<file path="config.mk">
export PLATFORM = sky130hd
export DESIGN_NAME = ripple_count_capture_flat
export DESIGN_NICKNAME = d
export VERILOG_FILES = /design/src/rtl/ripple_count_capture_pkg.sv /design/src/rtl/ripple_count_capture_if.sv /design/src/rtl/ripple_count_capture_sync_2ff.sv /design/src/rtl/ripple_count_capture.sv /design/src/flat_wrapper.sv
export SDC_FILE = /design/constraint.sdc
export NUM_CORES = 1
export LEC_CHECK = 0
export CORE_MARGIN = 3
export CORE_UTILIZATION = 60
export CTS_BUF_LIST = sky130_fd_sc_hd__clkbuf_8
export CTS_CLUSTER_SIZE = 30
export DETAILED_ROUTE_END_ITERATION = 10
export GPL_TIMING_DRIVEN = 1
export PLACE_DENSITY = 0.89
export SLEW_MARGIN = 40
export SYNTH_ARGS = -nofsm -noshare
export SYNTH_HDL_FRONTEND = slang
export SYNTH_SLANG_ARGS = --single-unit
</file>
<file path="constraint.sdc">
create_clock -name clk -period 5.66 [get_ports clk]
set_clock_uncertainty 0.2 [all_clocks]
set_input_delay 1.415 -clock clk [delete_from_list [all_inputs] [get_ports clk]]
set_output_delay 1.415 -clock clk [all_outputs]
set_load 0.02 [all_outputs]
</file>
<file path="src/rtl/ripple_count_capture_pkg.sv">
// Shared types and constants for the ripple counter capture block.
// State encoding, default sizing and the counter-width helper live here.
package ripple_cap_pkg;

   localparam int         DEF_WIDTH         = 4;
   localparam int         DEF_STABLE_CYCLES = 3;
   localparam int         DEF_TIMEOUT       = 15;
   localparam logic [3:0] DEF_TC_VALUE      = 4'hF;

   typedef enum logic [1:0] {
      ST_IDLE   = 2'd0,
      ST_SETTLE = 2'd1,
      ST_HOLD   = 2'd2
   } state_t;

   // Bits needed to hold 0..max_val inclusive.
   function automatic int cnt_w(input int max_val);
      return (max_val < 2) ? 1 : $clog2(max_val + 1);
   endfunction

endpackage

</file>
<file path="src/rtl/ripple_count_capture_if.sv">
// Handshake bundle between the ripple counter, the capture block and its consumer.
// count_delta and its modport entries exist only with RIPPLE_CAP_DELTA_EN.
interface ripple_count_capture_if #(parameter int WIDTH = 4);

   logic [WIDTH-1:0] ripple_q;
   logic             sample_req;
   logic             out_ready;
   logic [WIDTH-1:0] count_out;
   logic             count_valid;
   logic             count_tc;
   logic             timeout_err;
   logic             busy;
`ifdef RIPPLE_CAP_DELTA_EN
   logic [WIDTH-1:0] count_delta;

   modport slave (
      input  ripple_q, sample_req, out_ready,
      output count_out, count_valid, count_tc, timeout_err, busy, count_delta
   );

   modport master (
      output ripple_q, sample_req, out_ready,
      input  count_out, count_valid, count_tc, timeout_err, busy, count_delta
   );
`else
   modport slave (
      input  ripple_q, sample_req, out_ready,
      output count_out, count_valid, count_tc, timeout_err, busy
   );

   modport master (
      output ripple_q, sample_req, out_ready,
      input  count_out, count_valid, count_tc, timeout_err, busy
   );
`endif

endinterface

</file>
<file path="src/rtl/ripple_count_capture_sync_2ff.sv">
// Single-bit two-flop synchroniser with asynchronous active-high reset.
module sync_2ff (
   input  logic clk,
   input  logic reset,
   input  logic d,
   output logic q
);

   logic meta;

   always_ff @(posedge clk or posedge reset) begin
      if (reset) begin
         meta <= 1'b0;
         q    <= 1'b0;
      end else begin
         meta <= d;
         q    <= meta;
      end
   end

endmodule

</file>
<file path="src/rtl/ripple_count_capture.sv">
// Captures one settled sample of an asynchronous ripple counter per request.
// Optional feature: RIPPLE_CAP_DELTA_EN adds count_delta against the previous handshake.
module ripple_count_capture
   import ripple_cap_pkg::*;
#(
   parameter int               WIDTH         = DEF_WIDTH,
   parameter int               STABLE_CYCLES = DEF_STABLE_CYCLES,
   parameter int               TIMEOUT       = DEF_TIMEOUT,
   parameter logic [WIDTH-1:0] TC_VALUE      = WIDTH'(DEF_TC_VALUE)
) (
   input  logic                   clk,
   input  logic                   reset,
   ripple_count_capture_if.slave  bus
);

   localparam int CW = cnt_w(TIMEOUT);

   state_t           state_q, state_d;
   logic [WIDTH-1:0] sync_q, sync_prev;
   logic [CW-1:0]    stable_q, stable_d, stable_inc;
   logic [CW-1:0]    wait_q, wait_d, wait_inc;
   logic             cap, cap_tmo, hs;
   logic [WIDTH-1:0] cnt_q;
   logic             tc_q, tmo_q, vld_q;

   for (genvar g = 0; g < WIDTH; g++) begin : g_sync
      sync_2ff u_sync (
         .clk   (clk),
         .reset (reset),
         .d     (bus.ripple_q[g]),
         .q     (sync_q[g])
      );
   end

   always_ff @(posedge clk or posedge reset) begin
      if (reset) sync_prev <= '0;
      else       sync_prev <= sync_q;
   end

   always_ff @(posedge clk or posedge reset) begin
      if (reset) begin
         state_q  <= ST_IDLE;
         stable_q <= '0;
         wait_q   <= '0;
      end else begin
         state_q  <= state_d;
         stable_q <= stable_d;
         wait_q   <= wait_d;
      end
   end

   // Stable capture is tested first so it wins when both limits land on one edge.
   always_comb begin
      state_d    = state_q;
      stable_d   = stable_q;
      wait_d     = wait_q;
      cap        = 1'b0;
      cap_tmo    = 1'b0;
      hs         = 1'b0;
      stable_inc = (sync_q == sync_prev) ? stable_q + CW'(1) : '0;
      wait_inc   = wait_q + CW'(1);
      case (state_q)
         ST_IDLE: begin
            if (bus.sample_req) begin
               state_d  = ST_SETTLE;
               stable_d = '0;
               wait_d   = '0;
            end
         end
         ST_SETTLE: begin
            stable_d = stable_inc;
            wait_d   = wait_inc;
            if (stable_inc == CW'(STABLE_CYCLES)) begin
               cap     = 1'b1;
               state_d = ST_HOLD;
            end else if (wait_inc == CW'(TIMEOUT)) begin
               cap     = 1'b1;
               cap_tmo = 1'b1;
               state_d = ST_HOLD;
            end
         end
         ST_HOLD: begin
            if (bus.out_ready) begin
               hs      = 1'b1;
               state_d = ST_IDLE;
            end
         end
         default: state_d = ST_IDLE;
      endcase
   end

   always_ff @(posedge clk or posedge reset) begin
      if (reset) begin
         cnt_q <= '0;
         tc_q  <= 1'b0;
         tmo_q <= 1'b0;
         vld_q <= 1'b0;
      end else if (cap) begin
         cnt_q <= sync_q;
         tc_q  <= (sync_q == TC_VALUE);
         tmo_q <= cap_tmo;
         vld_q <= 1'b1;
      end else if (hs) begin
         vld_q <= 1'b0;
      end
   end

   assign bus.count_out   = cnt_q;
   assign bus.count_valid = vld_q;
   assign bus.count_tc    = vld_q & tc_q;
   assign bus.timeout_err = vld_q & tmo_q;
   assign bus.busy        = (state_q != ST_IDLE);

`ifdef RIPPLE_CAP_DELTA_EN
   logic [WIDTH-1:0] last_cap;

   always_ff @(posedge clk or posedge reset) begin
      if (reset)   last_cap <= '0;
      else if (hs) last_cap <= cnt_q;
   end

   // Unsigned modulo-2^WIDTH difference; wraps naturally in WIDTH bits.
   assign bus.count_delta = vld_q ? (cnt_q - last_cap) : '0;
`endif

endmodule

</file>
<file path="src/flat_wrapper.sv">
// flat-port wrapper written by rule: the top's interface ports become plain ports
module ripple_count_capture_flat import ripple_cap_pkg::*;
#(
   parameter int               WIDTH         = DEF_WIDTH,
   parameter int               STABLE_CYCLES = DEF_STABLE_CYCLES,
   parameter int               TIMEOUT       = DEF_TIMEOUT,
   parameter logic [WIDTH-1:0] TC_VALUE      = WIDTH'(DEF_TC_VALUE)
)
  (clk, reset, bus_ripple_q, bus_sample_req, bus_out_ready, bus_count_out, bus_count_valid, bus_count_tc, bus_timeout_err, bus_busy);
  ripple_count_capture_if #(.WIDTH(WIDTH)) bus_i ();
  input  logic clk;
  input  logic reset;
  input wire logic [$bits(bus_i.ripple_q)-1:0] bus_ripple_q;
  input wire logic [$bits(bus_i.sample_req)-1:0] bus_sample_req;
  input wire logic [$bits(bus_i.out_ready)-1:0] bus_out_ready;
  output wire logic [$bits(bus_i.count_out)-1:0] bus_count_out;
  output wire logic [$bits(bus_i.count_valid)-1:0] bus_count_valid;
  output wire logic [$bits(bus_i.count_tc)-1:0] bus_count_tc;
  output wire logic [$bits(bus_i.timeout_err)-1:0] bus_timeout_err;
  output wire logic [$bits(bus_i.busy)-1:0] bus_busy;
  assign bus_i.ripple_q = bus_ripple_q;
  assign bus_i.sample_req = bus_sample_req;
  assign bus_i.out_ready = bus_out_ready;
  assign bus_count_out = bus_i.count_out;
  assign bus_count_valid = bus_i.count_valid;
  assign bus_count_tc = bus_i.count_tc;
  assign bus_timeout_err = bus_i.timeout_err;
  assign bus_busy = bus_i.busy;
  ripple_count_capture #(.WIDTH(WIDTH), .STABLE_CYCLES(STABLE_CYCLES), .TIMEOUT(TIMEOUT), .TC_VALUE(TC_VALUE)) u_core (.clk(clk), .reset(reset), .bus(bus_i));
endmodule
</file>
==> results of run 1 <==
==> flip-flops by register name, indices dropped and copies added, names as in the netlist <==
signal,count
u_core.tc_q,1
u_core.state_q,2
u_core.bus.count_out,4
u_core.bus.count_valid,1
u_core.tmo_q,1
u_core.g_sync.u_sync.meta,4
u_core.g_sync.u_sync.q,4
u_core.sync_prev,4
u_core.wait_q,4
u_core.stable_q,4
==> cells by family after synthesis <==
group / count (synthesis)
DFF: 29
adders and majority gates: 3
xor gates and xnor gates: 7
AOI/OAI and AO/OA: 20
muxes: 4
and+or+nand+nor: 28
buffers and inverters: 8
==> worst paths after layout <==
check / end / cells after the start
max: bus_busy / 2
min: u_core.g_sync[1].u_sync.q / 0
max reg2reg: u_core.bus.count_out[1] / 6
min reg2reg: u_core.g_sync[1].u_sync.q / 0
max in group asynchronous: u_core.wait_q[1] / 2
min in group asynchronous: u_core.sync_prev[1] / 2
==> metal layers <==
metal	up-vias	global-route usage, %
met4	0	9.87
met3	7	8.90
met1	391	22.7
met2	27	33.7
li1	373	-
met5	-	0
==> report_power, final <==
group,total (mW),internal (mW),switching (mW)
logic,0.225,0.118,0.107
registers,0.294,0.255,0.0394
clock network,0.217,0.143,0.0737
==> stage by stage <==
step	total power [mW]	setup WS (ns)	instance area, um2	util, %	std cells
2_1_floorplan	0.434	3.32	1200	-	99
3_5_place_dp	0.519	2.78	1370	76.1	137
4_1_cts	0.742	2.51	1490	82.8	145
6_report	0.736	2.52	1490	82.8	145
5_1_grt	0.783	2.46	1490	82.8	145
3_3_place_gp	0.506	2.79	1370	76.1	137
==> cell type report <==
type,count,area (um2)
multi-input combinational,62,442
inverter,6,22.5
timing repair buffer,15,150
clock buffer,6,82.6
fill,107,310
tap,25,31.3
sequential,29,726
clock inverter,2,37.5
==> cells in the mapped netlist, drive strengths merged, types with 2 or more instances <==
| library cell | count |
|---|---|
| a21oi | 2 |
| and2 | 3 |
| inv | 6 |
| nand4 | 2 |
| o21bai | 2 |
| or2 | 3 |
| nor2 | 4 |
| nand2 | 7 |
| ha | 3 |
| dfrtp | 29 |
| clkbuf | 2 |
| a21o | 2 |
| xnor2 | 5 |
| nand2b | 4 |
| mux2 | 4 |
| o21ai | 11 |
| xor2 | 2 |
==> report_table.html, run 1 <==
<table>
<tr><th>Metric</th><th>Value</th></tr>
<tr><th colspan="2">Outcome</th></tr>
<tr><td>Status</td><td>complete, no violations</td></tr>
<tr><th colspan="2">Setup path</th></tr>
<tr><td>Start of the worst register-to-register path</td><td>u_core.stable_q[0]</td></tr>
<tr><td>Crit Path Class</td><td>register to output pin</td></tr>
<tr><td>Ordered list of cells on the worst path</td><td>or2_2, clkdlybuf4s50_1</td></tr>
<tr><td>Family with the most delay on the worst path</td><td>buffers and inverters</td></tr>
<tr><td>Highest net fanout along the worst path</td><td>5</td></tr>
<tr><td>Data arrival at the endpoint of the critical path</td><td>1.52 ns</td></tr>
<tr><td>Master of the slowest instance on the critical path</td><td>sky130_fd_sc_hd__clkdlybuf4s50_1</td></tr>
<tr><td>Critical Path Source Type</td><td>register</td></tr>
<tr><td>Setup slack of the worst register-to-register path</td><td>roughly 3.2 ns</td></tr>
<tr><td>Required time reported for the critical path endpoint</td><td>roughly 4.1 ns</td></tr>
<tr><td>Buf+Inv Stages, Crit Path</td><td>1</td></tr>
<tr><td>Launching element of the worst setup path</td><td>u_core.state_q[1]</td></tr>
<tr><td>Delay of the slowest cell on the worst path</td><td>0.54 ns</td></tr>
<tr><td>CP endpoint kind</td><td>output pin</td></tr>
<tr><th colspan="2">Clock tree</th></tr>
<tr><td>Skew-Pair Late Insertion Delay</td><td>0.27 ns</td></tr>
<tr><td>Clock transition at the registers of the reported paths</td><td>0.06 ns</td></tr>
<tr><td>Root Buffer</td><td>sky130_fd_sc_hd__clkbuf_8</td></tr>
<tr><td>CTS-repair resized insts</td><td>0</td></tr>
<tr><td>Maximum clock insertion buffer count</td><td>2</td></tr>
<tr><td>CTS tree</td><td>done</td></tr>
<tr><td>Number of clock buffers inserted by TritonCTS</td><td>5</td></tr>
<tr><td>Clock net sink count</td><td>29</td></tr>
<tr><td>Hold buffers post-CTS</td><td>0</td></tr>
<tr><td>H-tree depth</td><td>2</td></tr>
<tr><td>Buffer count from post-CTS setup fixing</td><td>0</td></tr>
<tr><th colspan="2">Route</th></tr>
<tr><td>DR DRC count</td><td>0</td></tr>
<tr><td>Number of nets still failing antenna checks after routing</td><td>0</td></tr>
<tr><td>Length of routed wiring on met1</td><td>903 um</td></tr>
<tr><td>Initial DRT Pass Iterations</td><td>4</td></tr>
<tr><td>Detailed route wirelength on metal3</td><td>119 um</td></tr>
<tr><td>DR WL/cell</td><td>14.8 um</td></tr>
<tr><td>Length of routed met2 wiring</td><td>1070 um</td></tr>
<tr><td>Via Count</td><td>798</td></tr>
<tr><td>Highest metal used</td><td>met4</td></tr>
<tr><td>Wirelength, routed</td><td>2140 um</td></tr>
<tr><td>Number of DRC markers in iteration 0</td><td>21</td></tr>
<tr><td>Drt via density</td><td>5.50</td></tr>
<tr><th colspan="2">Yosys</th></tr>
<tr><td>Mux share of post-synthesis cell area</td><td>roughly 5%</td></tr>
<tr><td>Top cells by area in the synthesized netlist</td><td>sky130_fd_sc_hd__dfrtp_1, sky130_fd_sc_hd__mux2_4, sky130_fd_sc_hd__o21ai_0</td></tr>
<tr><td>Synthesized-area fraction occupied by xor and xnor cells</td><td>5.12%</td></tr>
<tr><td>Mean area per synthesized cell</td><td>12.1 um2</td></tr>
<tr><td>Number of register bits inferred by synthesis</td><td>29</td></tr>
<tr><td>Compound-Gate Fraction of Synth Area</td><td>roughly 11%</td></tr>
<tr><td>Post-synth design cell area</td><td>~0.0012 mm2</td></tr>
<tr><td>Number of instances in the synthesized netlist</td><td>99</td></tr>
<tr><td>Async set or reset register ratio after synthesis</td><td>100%</td></tr>
<tr><td>Area leader, netlist</td><td>sky130_fd_sc_hd__dfrtp_1</td></tr>
<tr><td>Fraction of the mapped netlist area in adder cells</td><td>3.13%</td></tr>
<tr><td>Simple-gate area share of the yosys netlist</td><td>between 10 and 15%</td></tr>
<tr><td>Combinational family with the most area after synthesis</td><td>simple AND/OR/NAND/NOR gates</td></tr>
<tr><td>Share of the synthesized area in the top cell type</td><td>60.6%</td></tr>
<tr><td>Unique cell type count in the Yosys netlist</td><td>27</td></tr>
<tr><td>Sequential element share of the synthesized area</td><td>between 60% and 70%</td></tr>
<tr><td>Warning count from the yosys run</td><td>0</td></tr>
<tr><td>Flip-flop cell with the highest count after synthesis</td><td>sky130_fd_sc_hd__dfrtp_1</td></tr>
<tr><td>Synth Net Count</td><td>110</td></tr>
<tr><td>Post-synth EDFFs</td><td>0</td></tr>
<tr><th colspan="2">Timing</th></tr>
<tr><td>Final count of hold timing violations</td><td>0</td></tr>
<tr><td>Part of the cycle the worst path needs</td><td>55.5%</td></tr>
<tr><td>Actual slew at the worst max-slew pin</td><td>0.568 ns</td></tr>
<tr><td>Final setup violation count</td><td>0</td></tr>
<tr><td>RSZ-0062 raised after global routing</td><td>false</td></tr>
<tr><td>Final sum of negative setup slack</td><td>0 ns</td></tr>
<tr><td>Tmin final</td><td>3.14 ns</td></tr>
<tr><td>Final hold slack</td><td>0.145 ns</td></tr>
<tr><td>Final Max Tran Viols</td><td>0</td></tr>
<tr><td>Slew Limit Headroom</td><td>about 62%</td></tr>
<tr><td>Highest Clock Rate</td><td>319 MHz</td></tr>
<tr><th colspan="2">Pwr</th></tr>
<tr><td>Max VDD drop</td><td>between 300 and 400 uV</td></tr>
<tr><td>Static leakage</td><td>0.674 nW</td></tr>
<tr><td>Cell Pwr Density</td><td>slightly below 500 mW/mm2</td></tr>
<tr><th colspan="2">Layout</th></tr>
<tr><td>Most frequent cells in the layout</td><td>sky130_fd_sc_hd__dfrtp_1, sky130_fd_sc_hd__clkdlybuf4s50_1, sky130_fd_sc_hd__o21ai_0, sky130_fd_sc_hd__nand2_1, sky130_fd_sc_hd__clkbuf_8</td></tr>
<tr><td>Number of antenna repair diodes</td><td>0</td></tr>
<tr><td>Share of layout cells above drive strength 1</td><td>~15%</td></tr>
<tr><td>Number of nets in the layout</td><td>130</td></tr>
<tr><td>Area growth from synthesis to final layout</td><td>24.6%</td></tr>
<tr><td>Most common cell after layout, fill and taps aside</td><td>sky130_fd_sc_hd__dfrtp_1</td></tr>
<tr><th colspan="2">Floorplanning</th></tr>
<tr><td># IOs</td><td>16</td></tr>
<tr><td>Width of the die</td><td>just over 50 um</td></tr>
<tr><td>Total core area</td><td>approximately 0.0018 mm2</td></tr>
<tr><td>Rows</td><td>15</td></tr>
<tr><td>Floorplan die area</td><td>0.00257 mm2</td></tr>
<tr><td>Initial core utilization</td><td>66.5%</td></tr>
<tr><td>Die boundary height</td><td>50.7 um</td></tr>
<tr><th colspan="2">Place</th></tr>
<tr><td>Placer's final routability congestion estimate</td><td>0.836</td></tr>
<tr><td># port buffers</td><td>15</td></tr>
<tr><td>Half-perimeter wire length after placement</td><td>1390 um</td></tr>
<tr><th colspan="2">Global routing</th></tr>
<tr><td>Global router's overall resource usage</td><td>around a fifth</td></tr>
<tr><td>First-pass GRT wire length</td><td>3670 um</td></tr>
<tr><td>Global-route congestion overflow total</td><td>0</td></tr>
<tr><td>Vias in the first global route</td><td>800</td></tr>
<tr><td>Number of antenna violations at the first check in global routing</td><td>0</td></tr>
<tr><td>Maximum number of pins on one net before global-route repair</td><td>30</td></tr>
<tr><th colspan="2">Run</th></tr>
<tr><td>Number of max-cap violations</td><td>0</td></tr>
<tr><th colspan="2">Min path</th></tr>
<tr><td>Worst Hold Launch</td><td>u_core.g_sync[1].u_sync.meta</td></tr>
<tr><td>Path type of the worst min-delay path</td><td>register to register</td></tr>
</table>
No activity file was read; power rests on OpenSTA's default activity.
==> run 2, diff against run 1 <==
--- a/config.mk
+++ b/config.mk
@@ -6,12 +6,12 @@
 export NUM_CORES = 1
 export LEC_CHECK = 0
 export CORE_MARGIN = 3
-export CORE_UTILIZATION = 60
+export CORE_UTILIZATION = 50
 export CTS_BUF_LIST = sky130_fd_sc_hd__clkbuf_8
 export CTS_CLUSTER_SIZE = 30
 export DETAILED_ROUTE_END_ITERATION = 10
 export GPL_TIMING_DRIVEN = 1
-export PLACE_DENSITY = 0.89
+export PLACE_DENSITY = 0.79
 export SLEW_MARGIN = 40
 export SYNTH_ARGS = -nofsm -noshare
 export SYNTH_HDL_FRONTEND = slang
==> constraint.sdc (replaced) <==
create_clock -name clk -period 2.76 [get_ports clk]
set_clock_uncertainty 0.2 [all_clocks]
set_input_delay 0.69 -clock clk [delete_from_list [all_inputs] [get_ports clk]]
set_output_delay 0.69 -clock clk [all_outputs]
set_load 0.02 [all_outputs]
==> run 2 against run 1 <==
Total power rose by 100%. Hold slack better by 0.0057 ns. Design area rose by 0.75%. Flip-flop and latch count stayed put. Cell count increased by 2.8%. Register-to-register slack got worse by 2.8 ns. Sequential share of layout area is 0.36 points lower. Count of clock-buffer cells in the layout stayed put. Largest cell class unchanged.
==> report_table.html, run 2 (synthesis results as in run 1) <==
<table>
<tr><th>Metric</th><th>Value</th></tr>
<tr><th colspan="2">Clock tree</th></tr>
<tr><td>Buffer count from post-CTS setup fixing</td><td>0</td></tr>
<tr><td>H-tree depth</td><td>2</td></tr>
<tr><td>Maximum clock insertion buffer count</td><td>2</td></tr>
<tr><td>Skew-Pair Late Insertion Delay</td><td>0.28 ns</td></tr>
<tr><td>Root Buffer</td><td>sky130_fd_sc_hd__clkbuf_8</td></tr>
<tr><td>Number of clock buffers inserted by TritonCTS</td><td>5</td></tr>
<tr><td>CTS-repair resized insts</td><td>0</td></tr>
<tr><td>Hold buffers post-CTS</td><td>0</td></tr>
<tr><td>Clock net sink count</td><td>29</td></tr>
<tr><td>CTS tree</td><td>done</td></tr>
<tr><td>Clock transition at the registers of the reported paths</td><td>approximately 0.060 ns</td></tr>
<tr><th colspan="2">Layout</th></tr>
<tr><td>Final Core Density</td><td>67.3%</td></tr>
<tr><td>Share of layout cells above drive strength 1</td><td>about 15%</td></tr>
<tr><td>Area used by sequential logic in the layout</td><td>726 um2</td></tr>
<tr><td>Fill cells</td><td>160</td></tr>
<tr><td>Number of antenna repair diodes</td><td>0</td></tr>
<tr><td>Number of nets in the layout</td><td>131</td></tr>
<tr><td>Most frequent cells in the layout</td><td>sky130_fd_sc_hd__dfrtp_1, sky130_fd_sc_hd__clkdlybuf4s50_1, sky130_fd_sc_hd__o21ai_0, sky130_fd_sc_hd__nand2_1</td></tr>
<tr><td>Area growth from synthesis to final layout</td><td>25.5%</td></tr>
<tr><td>Most common cell after layout, fill and taps aside</td><td>sky130_fd_sc_hd__dfrtp_1</td></tr>
<tr><td>Area of combinational cells with multiple inputs</td><td>roughly 440 um2</td></tr>
<tr><th colspan="2">Global routing</th></tr>
<tr><td>Number of antenna violations at the first check in global routing</td><td>0</td></tr>
<tr><td>Global router's overall resource usage</td><td>roughly 17%</td></tr>
<tr><td>Maximum number of pins on one net before global-route repair</td><td>30</td></tr>
<tr><td>Global-route congestion overflow total</td><td>0</td></tr>
<tr><td>First-pass GRT wire length</td><td>3320 um</td></tr>
<tr><td>Vias in the first global route</td><td>between 700 and 800</td></tr>
<tr><th colspan="2">Floorplanning</th></tr>
<tr><td>Floorplan die area</td><td>0.00302 mm2</td></tr>
<tr><td># IOs</td><td>16</td></tr>
<tr><td>Initial core utilization</td><td>53.6%</td></tr>
<tr><td>Rows</td><td>17</td></tr>
<tr><td>Width of the die</td><td>54.9 um</td></tr>
<tr><td>Die boundary height</td><td>54.9 um</td></tr>
<tr><td>Total core area</td><td>0.00223 mm2</td></tr>
<tr><th colspan="2">Timing</th></tr>
<tr><td>Slew Limit Headroom</td><td>a little over three fifths</td></tr>
<tr><td>Part of the cycle the worst path needs</td><td>about 88%</td></tr>
<tr><td>Final sum of negative setup slack</td><td>0 ns</td></tr>
<tr><td>Actual slew at the worst max-slew pin</td><td>0.559 ns</td></tr>
<tr><td>Final setup violation count</td><td>0</td></tr>
<tr><td>Final Max Tran Viols</td><td>0</td></tr>
<tr><td>Final count of hold timing violations</td><td>0</td></tr>
<tr><td>Highest Clock Rate</td><td>412 MHz</td></tr>
<tr><td>Tmin final</td><td>2.43 ns</td></tr>
<tr><td>RSZ-0062 raised after global routing</td><td>false</td></tr>
<tr><th colspan="2">Setup path</th></tr>
<tr><td>Data arrival at the endpoint of the critical path</td><td>~2.4 ns</td></tr>
<tr><td>Critical Path Source Type</td><td>register</td></tr>
<tr><td>Crit Path Class</td><td>register to register</td></tr>
<tr><td>Required time reported for the critical path endpoint</td><td>2.72 ns</td></tr>
<tr><td>CP endpoint kind</td><td>register</td></tr>
<tr><td>Delay of the slowest cell on the worst path</td><td>0.53 ns</td></tr>
<tr><td>Family with the most delay on the worst path</td><td>simple AND/OR/NAND/NOR gates</td></tr>
<tr><td>Master of the slowest instance on the critical path</td><td>sky130_fd_sc_hd__or4_1</td></tr>
<tr><td>Ordered list of cells on the worst path</td><td>ha_1, inv_1, or4_1, or2_1, a21o_4, mux2_4</td></tr>
<tr><td>Launching element of the worst setup path</td><td>u_core.stable_q[0]</td></tr>
<tr><td>Start of the worst register-to-register path</td><td>u_core.stable_q[0]</td></tr>
<tr><td>Highest net fanout along the worst path</td><td>7</td></tr>
<tr><td>Buf+Inv Stages, Crit Path</td><td>1</td></tr>
<tr><th colspan="2">Run</th></tr>
<tr><td>Number of max-cap violations</td><td>0</td></tr>
<tr><th colspan="2">Place</th></tr>
<tr><td>Placer's final routability congestion estimate</td><td>0.760</td></tr>
<tr><td># port buffers</td><td>15</td></tr>
<tr><td>Half-perimeter wire length after placement</td><td>~1500 um</td></tr>
<tr><th colspan="2">Route</th></tr>
<tr><td>DR WL/cell</td><td>roughly 13 um</td></tr>
<tr><td>Wirelength, routed</td><td>2010 um</td></tr>
<tr><td>Drt via density</td><td>between 5 and 6</td></tr>
<tr><td>Initial DRT Pass Iterations</td><td>4</td></tr>
<tr><td>Number of nets still failing antenna checks after routing</td><td>0</td></tr>
<tr><td>DR DRC count</td><td>0</td></tr>
<tr><td>Number of DRC markers in iteration 0</td><td>9</td></tr>
<tr><td>Via Count</td><td>761</td></tr>
<tr><th colspan="2">Pwr</th></tr>
<tr><td>Switching power</td><td>between 0.4 and 0.5 mW</td></tr>
<tr><td>Max VDD drop</td><td>620 uV</td></tr>
<tr><td>Total internal power</td><td>1.06 mW</td></tr>
<tr><td>Cell Pwr Density</td><td>1000 mW/mm2</td></tr>
<tr><td>Share of total power in the clock network</td><td>29.6%</td></tr>
<tr><td>Sequential share of power</td><td>around two fifths</td></tr>
<tr><td>Combinational Power Share</td><td>a little under a third</td></tr>
<tr><td>Static leakage</td><td>a little under 0.7 nW</td></tr>
<tr><td>Switching Share</td><td>around 30%</td></tr>
<tr><th colspan="2">Min path</th></tr>
<tr><td>Worst Hold Launch</td><td>u_core.g_sync[3].u_sync.meta</td></tr>
<tr><td>Path type of the worst min-delay path</td><td>register to register</td></tr>
<tr><th colspan="2">Outcome</th></tr>
<tr><td>Status</td><td>complete, no violations</td></tr>
</table>
==> run 2: metrics by stage <==
stage | total power, mW | setup WS [ns] | hold slack, ns | cell area, um2 | std cells
4_1_cts | 1.53 | 0.331 | 0.154 | 1500 | 149
6_report | 1.51 | 0.334 | 0.150 | 1500 | 149
3_3_place_gp | 1.05 | 0.404 | 0.132 | 1380 | 141
2_1_floorplan | 0.890 | 0.440 | 0.131 | 1200 | 99
5_1_grt | 1.60 | 0.261 | 0.157 | 1500 | 149
3_5_place_dp | 1.07 | 0.333 | 0.140 | 1380 | 141
==> run 2: cell type report <==
cell class | instances | share of cell area (%)
timing repair buffer | 16 | 10.5
multi-input combinational | 62 | 29.4
clock inverter | 2 | 2.50
clock buffer | 6 | 5.50
sequential | 29 | 48.3
inverter | 6 | 1.50
tap | 28 | 2.33
==> run 2: final timing paths <==
| path | cells past startpoint | slack, ns | end |
|---|---|---|---|
| max | 6 | 0.33 | u_core.bus.count_out[3] |
| min in group asynchronous | 3 | 0.58 | u_core.stable_q[3] |
| max reg2reg | 6 | 0.33 | u_core.bus.count_out[3] |
| max in group asynchronous | 3 | 1.52 | u_core.state_q[0] |
| min | 0 | 0.15 | u_core.g_sync[3].u_sync.q |
| min reg2reg | 0 | 0.15 | u_core.g_sync[3].u_sync.q |
==> run 2: power groups by stage <==
stage               Sequential [mW]  Combinational [mW]  Clock (mW)
floorplan                     0.628               0.262           0
global placement              0.602               0.446           0
detailed placement            0.611               0.464           0
CTS                           0.604               0.466       0.459
global route                  0.617               0.506       0.479
finish                        0.604               0.457       0.446
==> run 2: per-layer routing <==
layer  track usage (%)  share of wire, %
met1              21.6                45
met2              23.6                46
met3              4.56               5.8
met4              12.1               2.8
met5                 0                 0
==> run 2: worst reg2reg max path, stage by stage (launching register included) <==
cell	delay, ns
sky130_fd_sc_hd__dfrtp_1	0.42
sky130_fd_sc_hd__ha_1	0.30
sky130_fd_sc_hd__inv_1	0.05
sky130_fd_sc_hd__or4_1	0.53
sky130_fd_sc_hd__or2_1	0.26
sky130_fd_sc_hd__a21o_4	0.27
sky130_fd_sc_hd__mux2_4	0.30
